--- src/rtl/fifo_wr_arbiter_if.sv ---
// Bundle between the two write requesters, the pop consumer and the FIFO
// pointer/arbiter block. The storage array itself lives outside the arbiter.
interface fifo_wr_arbiter_if #(
  parameter int AW = 5
);
  logic          push_a;
  logic [31:0]   data_a;
  logic          ready_a;
  logic          push_b;
  logic [31:0]   data_b;
  logic          ready_b;
  logic          pop;
  logic          wr_en;
  logic [AW-1:0] wr_addr;
  logic [31:0]   wr_data;
  logic [AW-1:0] rd_addr;
  logic          rd_valid;
  logic [AW:0]   count;
  logic          full;
  logic          empty;

  modport slave (
    input  push_a, data_a, push_b, data_b, pop,
    output ready_a, ready_b, wr_en, wr_addr, wr_data,
           rd_addr, rd_valid, count, full, empty
  );

  modport master (
    output push_a, data_a, push_b, data_b, pop,
    input  ready_a, ready_b, wr_en, wr_addr, wr_data,
           rd_addr, rd_valid, count, full, empty
  );
endinterface

--- src/rtl/fifo_wr_arbiter.sv ---
// Two-port write arbiter and pointer/occupancy tracker for a 32x32 FIFO.
// Define FIFO_ARB_FIXED_PRIO_EN to make A always win contention (default round-robin).
module fifo_wr_arbiter #(
  parameter int DEPTH = 32,
  parameter int AW    = 5
) (
  input  logic             clock,
  input  logic             reset,
  fifo_wr_arbiter_if.slave bus
);

  localparam logic [AW:0] DEPTH_W = (AW+1)'(DEPTH);

  logic [AW-1:0] wptr_q, wptr_d;
  logic [AW-1:0] rptr_q, rptr_d;
  logic [AW:0]   count_q, count_d;
  logic          wr_en_q, wr_en_d;
  logic [AW-1:0] wr_addr_q, wr_addr_d;
  logic [31:0]   wr_data_q, wr_data_d;
  logic [AW-1:0] rd_addr_q, rd_addr_d;
  logic          rd_valid_q, rd_valid_d;

  logic full;
  logic empty;
  logic grant_a;
  logic grant_b;
  logic grant;
  logic pop_ok;

  // Flags come from the registered count, so a pop never frees space in its own cycle.
  assign full  = (count_q == DEPTH_W);
  assign empty = (count_q == '0);

`ifdef FIFO_ARB_FIXED_PRIO_EN
  always_comb begin
    grant_a = 1'b0;
    grant_b = 1'b0;
    if (reset && !full) begin
      grant_a = bus.push_a;
      grant_b = bus.push_b && !bus.push_a;
    end
  end
`else
  typedef enum logic {GRANT_A, GRANT_B} grant_t;
  grant_t last_grant_q, last_grant_d;

  always_ff @(posedge clock) begin
    if (!reset) begin
      last_grant_q <= GRANT_B;
    end else begin
      last_grant_q <= last_grant_d;
    end
  end

  always_comb begin
    grant_a      = 1'b0;
    grant_b      = 1'b0;
    last_grant_d = last_grant_q;
    if (reset && !full) begin
      if (bus.push_a && bus.push_b) begin
        if (last_grant_q == GRANT_B) begin
          grant_a = 1'b1;
        end else begin
          grant_b = 1'b1;
        end
      end else begin
        grant_a = bus.push_a;
        grant_b = bus.push_b;
      end
    end
    if (grant_a) begin
      last_grant_d = GRANT_A;
    end else if (grant_b) begin
      last_grant_d = GRANT_B;
    end
  end
`endif

  assign grant  = grant_a || grant_b;
  assign pop_ok = bus.pop && !empty;

  always_comb begin
    wptr_d     = wptr_q;
    rptr_d     = rptr_q;
    count_d    = count_q;
    wr_en_d    = grant;
    wr_addr_d  = wr_addr_q;
    wr_data_d  = wr_data_q;
    rd_addr_d  = rd_addr_q;
    rd_valid_d = pop_ok;

    if (grant) begin
      wr_addr_d = wptr_q;
      wr_data_d = grant_a ? bus.data_a : bus.data_b;
      wptr_d    = wptr_q + 1'b1;
    end
    if (pop_ok) begin
      rd_addr_d = rptr_q;
      rptr_d    = rptr_q + 1'b1;
    end

    case ({grant, pop_ok})
      2'b10:   count_d = count_q + 1'b1;
      2'b01:   count_d = count_q - 1'b1;
      default: count_d = count_q;
    endcase
  end

  always_ff @(posedge clock) begin
    if (!reset) begin
      wptr_q     <= '0;
      rptr_q     <= '0;
      count_q    <= '0;
      wr_en_q    <= 1'b0;
      wr_addr_q  <= '0;
      wr_data_q  <= '0;
      rd_addr_q  <= '0;
      rd_valid_q <= 1'b0;
    end else begin
      wptr_q     <= wptr_d;
      rptr_q     <= rptr_d;
      count_q    <= count_d;
      wr_en_q    <= wr_en_d;
      wr_addr_q  <= wr_addr_d;
      wr_data_q  <= wr_data_d;
      rd_addr_q  <= rd_addr_d;
      rd_valid_q <= rd_valid_d;
    end
  end

  assign bus.ready_a  = grant_a;
  assign bus.ready_b  = grant_b;
  assign bus.wr_en    = wr_en_q;
  assign bus.wr_addr  = wr_addr_q;
  assign bus.wr_data  = wr_data_q;
  assign bus.rd_addr  = rd_addr_q;
  assign bus.rd_valid = rd_valid_q;
  assign bus.count    = count_q;
  assign bus.full     = full;
  assign bus.empty    = empty;

endmodule

--- src/flat_wrapper.sv ---
// flat-port wrapper written by rule: the top's interface ports become plain ports
module fifo_wr_arbiter_flat 
#(
  parameter int DEPTH = 32,
  parameter int AW    = 5
)
  (clock, reset, bus_push_a, bus_data_a, bus_push_b, bus_data_b, bus_pop, bus_ready_a, bus_ready_b, bus_wr_en, bus_wr_addr, bus_wr_data, bus_rd_addr, bus_rd_valid, bus_count, bus_full, bus_empty);
  fifo_wr_arbiter_if #(.AW(AW)) bus_i ();
  input  logic clock;
  input  logic reset;
  input wire logic [$bits(bus_i.push_a)-1:0] bus_push_a;
  input wire logic [$bits(bus_i.data_a)-1:0] bus_data_a;
  input wire logic [$bits(bus_i.push_b)-1:0] bus_push_b;
  input wire logic [$bits(bus_i.data_b)-1:0] bus_data_b;
  input wire logic [$bits(bus_i.pop)-1:0] bus_pop;
  output wire logic [$bits(bus_i.ready_a)-1:0] bus_ready_a;
  output wire logic [$bits(bus_i.ready_b)-1:0] bus_ready_b;
  output wire logic [$bits(bus_i.wr_en)-1:0] bus_wr_en;
  output wire logic [$bits(bus_i.wr_addr)-1:0] bus_wr_addr;
  output wire logic [$bits(bus_i.wr_data)-1:0] bus_wr_data;
  output wire logic [$bits(bus_i.rd_addr)-1:0] bus_rd_addr;
  output wire logic [$bits(bus_i.rd_valid)-1:0] bus_rd_valid;
  output wire logic [$bits(bus_i.count)-1:0] bus_count;
  output wire logic [$bits(bus_i.full)-1:0] bus_full;
  output wire logic [$bits(bus_i.empty)-1:0] bus_empty;
  assign bus_i.push_a = bus_push_a;
  assign bus_i.data_a = bus_data_a;
  assign bus_i.push_b = bus_push_b;
  assign bus_i.data_b = bus_data_b;
  assign bus_i.pop = bus_pop;
  assign bus_ready_a = bus_i.ready_a;
  assign bus_ready_b = bus_i.ready_b;
  assign bus_wr_en = bus_i.wr_en;
  assign bus_wr_addr = bus_i.wr_addr;
  assign bus_wr_data = bus_i.wr_data;
  assign bus_rd_addr = bus_i.rd_addr;
  assign bus_rd_valid = bus_i.rd_valid;
  assign bus_count = bus_i.count;
  assign bus_full = bus_i.full;
  assign bus_empty = bus_i.empty;
  fifo_wr_arbiter #(.DEPTH(DEPTH), .AW(AW)) u_core (.clock(clock), .reset(reset), .bus(bus_i));
endmodule
--- config.mk ---
export PLATFORM = sky130hd
export DESIGN_NAME = fifo_wr_arbiter_flat
export DESIGN_NICKNAME = d
export VERILOG_FILES = /design/src/rtl/fifo_wr_arbiter_if.sv /design/src/rtl/fifo_wr_arbiter.sv /design/src/flat_wrapper.sv
export SDC_FILE = /design/constraint.sdc
export NUM_CORES = 1
export LEC_CHECK = 0
export BUFFER_PORTS_ARGS = -buffer_cell sky130_fd_sc_hd__buf_4
export CAP_MARGIN = 10
export CORE_MARGIN = 3
export CORE_UTILIZATION = 47
export DETAILED_ROUTE_END_ITERATION = 12
export PLACE_DENSITY = 0.84
export SYNTH_ARGS = -nofsm -noshare
export SYNTH_HDL_FRONTEND = slang
export SYNTH_SLANG_ARGS = --single-unit
--- constraint.sdc ---
create_clock -name clock -period 3.8 [get_ports clock]
set_input_delay 0.19 -clock clock [delete_from_list [all_inputs] [get_ports clock]]
set_output_delay 0.19 -clock clock [all_outputs]
set_load 0.005 [all_outputs]
==> impl_metrics.py <==
metrics = {
    "outcome": {
        "outcome": "completed",
    },
    "die": {
        "rows": 27,
        "dieArea_um2": 7009,
        "fp.dieH_um": 83.72,
        "die_w_um": 83.72,
        "core_region_area_um2": 5675,
        "io_pins": 123,
        "start_util_pct": 50.02,
    },
    "power_and_ir_drop": {
        "power_switching_w": 0.0008626,
        "power_density_nw_per_um2": 617.0,
        "intPower_w": 0.001601,
        "p_leak_nw": 1.754,
        "swShare_pct": 35.02,
        "seqPwrFrac_pct": 34.9,
        "combPwrFrac_pct": 38.2,
        "clkPwrFrac_pct": 27.0,
        "ir_drop_v": 0.0004767,
    },
    "logic_synthesis": {
        "yosys_warnings": 0,
        "synthSimpleGateAreaFrac_pct": 14.28,
        "synth_area_per_cell_um2": 8.577,
        "yosysMostFrequentCell": "dfxtp_1",
        "synth_compound_area_share_pct": 25.69,
        "ys_seq_area_share_pct": 43.01,
        "synth_flop_cell": "dfxtp_1",
        "synthCells": 331,
        "synth_async_sr_flop_share_pct": 0,
        "ys_top_cells_by_area": "dfxtp_1 43%, o21ai_1 9.2%, a31oi_1 7.3%",
        "synth_top_area_share_pct": 43.01,
        "ys_seq_elements": 61,
        "synth_xor_area_share_pct": 1.543,
        "yosys.area.top_type": "dfxtp_1",
        "synth_top_family_by_area": "compound AO/OA/AOI/OAI gates",
        "synth_edf_count": 0,
        "muxShareOfSynthArea_pct": 5.289,
        "synth_nets": 408,
        "synth_common_cells": "61 x dfxtp_1, 52 x o21ai_1, 35 x nand3_1",
        "yosys.area_share.adder_pct": 3.790,
        "synthDistinctLibCells": 41,
        "synth_area_um2": 2839,
    },
    "routing": {
        "drtAntennaViolNets": 0,
        "drtPass1Iterations": 4,
        "vias": 3017,
        "wl_mm": 8.478,
        "avgViaCountPerCell": 5.813,
        "avgRoutedWirePerCell_um": 16.34,
        "drtIter0Drc": 259,
        "drc": 0,
    },
    "clocking": {
        "cts.sinks": 61,
        "path_clk_slew_ns": 0.07,
        "root_buffer": "clkbuf_8",
        "cts_buffer_depth": 2,
        "post_cts_buffers": 0,
        "cts_buffers": 9,
        "cts_hold_buf": 0,
        "cts_tree": "yes",
        "clk_latency_ns": 0.33,
        "post_cts_resized": 0,
        "h-tree-depth": 3,
    },
    "hold_path": {
        "hold_class": "in -> reg",
        "min_from": "bus_data_a[22]",
    },
    "final_layout": {
        "multi_input_area_um2": 1454,
        "syn_to_final_growth_pct": 40.63,
        "final-instance-count-excl-fill": 519,
        "antennaDiodeCount": 0,
        "nets": 519,
        "ff_latch_area_um2": 1221,
        "fill_cells": 456,
        "drive_gt1_share_pct": 34.23,
    },
    "worst_setup_path": {
        "crit_start": "u_core.bus.count[3]$_SDFFE_PN0P_",
        "endpoint_kind": "flop",
        "cp_cell_sequence": "or4_4 > o31ai_2 > inv_2 > ha_1 > ha_1 > nor4b_1 > a311o_1 > a311oi_1 > mux2i_1",
        "crit_required_ns": 4.06,
        "slowest_stage": "or4_4",
        "critical_path.max_stage_delay_ns": 0.61,
        "crit_top_cell": "ha_1",
        "arrival_ns": 3.31,
        "start_kind": "flop",
        "worstSetupPathType": "reg -> reg",
        "reg2reg_from": "u_core.bus.count[3]$_SDFFE_PN0P_",
        "cp_max_fo": 9,
    },
    "timing": {
        "max_freq_mhz": 328.0,
        "fin_crit_ns": 3.049,
        "fin_crit_sh_pct": 80.23,
        "maxSlewHeadroom_pct": 20.86,
        "fin_tns_setup_ns": 0,
        "worstMarginPinSlew_ns": 1.187,
        "rsz0062_at_grt": "no",
        "finalSetupViolations": 0,
        "hold_viol": 0,
        "finClkSkew_ns": 0.009361,
        "slew_violations": 0,
    },
    "grt": {
        "grtUsageTotal_pct": 23.59,
        "grt_pass1_wl_mm": 13.61,
        "overflow": 0,
        "grt_pass1_vias": 2717,
        "antenna_found_initial": 0,
        "grt_max_degree": 75,
    },
    "job": {
        "maxCapViolCount": 0,
    },
    "placement": {
        "dp.cells": 503,
        "gp_congestion": 0.8571,
        "io_buffers": 122,
        "hpwl_mm": 5.786,
    },
}
worst max-delay path, delay by kind of cell, from the launching register on:
kind,cells,cell delay (ns)
AOI/OAI and AO/OA,3,0.95
muxes,1,0.22
and+or+nand+nor,2,0.68
adders and majority gates,2,0.72
DFF,1,0.37
buffers and inverters,1,0.05
cells by family after synthesis:
group | Yosys count
compound gates | 123
xor+xnor | 5
fa+ha+maj | 8
buf+inv | 37
flops | 61
mux | 15
simple gates | 82
per-stage QoR:
step | total power [W] | worst slack, ns | area (µm²) | utilization (%) | hold slack [ns]
2_1_floorplan | 0.001442 | 0.8366 | 2839 | - | 0.3558
3_3_place_gp | 0.001781 | 0.8841 | 3760 | 66.25 | 0.4621
3_5_place_dp | 0.001805 | 0.7841 | 3760 | 66.25 | 0.4792
4_1_cts | 0.002475 | 0.7520 | 3993 | 70.35 | 0.1195
5_1_grt | 0.002620 | 0.5762 | 3993 | 70.35 | 0.1252
6_report | 0.002463 | 0.7512 | 3993 | 70.35 | 0.1319
routing by layer:
layer / part of all wire [%] / track usage [%]
met5: 0 / 0
met4: 1.1 / 6.725
met3: 8.5 / 6.515
met2: 49 / 38.76
met1: 42 / 30.31
final cells by class:
| cell class | instances | share of cell area [%] |
|---|---|---|
| Tap cell | 72 | 2.256 |
| Sequential cell | 61 | 30.59 |
| Inverter | 9 | 0.8461 |
| Timing Repair Buffer | 128 | 24.07 |
| Clock buffer | 11 | 3.792 |
| Clock inverter | 5 | 2.037 |
| Multi-Input combinational cell | 233 | 36.41 |
power by group through the flow:
stage / registers (W) / clock network, W / logic, W
detailed placement: 0.000870 / 0 / 0.000935
finish: 0.000859 / 0.000664 / 0.000940
CTS: 0.000857 / 0.000678 / 0.000940
floorplan: 0.000856 / 0 / 0.000586
global route: 0.000873 / 0.000708 / 0.00104
global placement: 0.000864 / 0 / 0.000918
state kept, by name, indices dropped and copies added, names as in the netlist:
register / cells
u_core.last_grant_q: 1
u_core.bus.count: 6
u_core.wptr_q: 5
u_core.bus.wr_addr: 5
u_core.bus.wr_en: 1
u_core.bus.rd_valid: 1
u_core.bus.rd_addr: 5
u_core.bus.wr_data: 32
u_core.rptr_q: 5
worst paths after layout:
check	to	slack, ns	depth (start not counted)
worst max-delay path	u_core.bus.count[5]$_SDFFE_PN0P_	0.75	9
worst min-delay path	u_core.bus.wr_data[22]$_SDFFE_PN0P_	0.13	3
worst max register to register	u_core.bus.count[5]$_SDFFE_PN0P_	0.75	9
worst min register to register	u_core.wptr_q[4]$_SDFFE_PN0P_	0.50	2
placed cells by master, fill, tap and decap left out, types with 2 or more instances in the layout:
cell / instances
nor3_1: 4
nand3_1: 35
o21ai_0: 15
clkbuf_8: 11
inv_2: 3
dfxtp_1: 61
inv_1: 6
o31ai_1: 2
nor2_1: 25
xor2_1: 3
a21oi_1: 4
nand4_1: 2
xnor2_1: 2
nand2_1: 6
mux2i_1: 15
o21ai_1: 52
bufinv_16: 2
ha_1: 7
nor2b_1: 2
buf_4: 128
a211oi_1: 3
a31oi_1: 33
o21a_1: 4
nor4b_1: 2
Note: power is estimated with default switching activity, not from simulation.
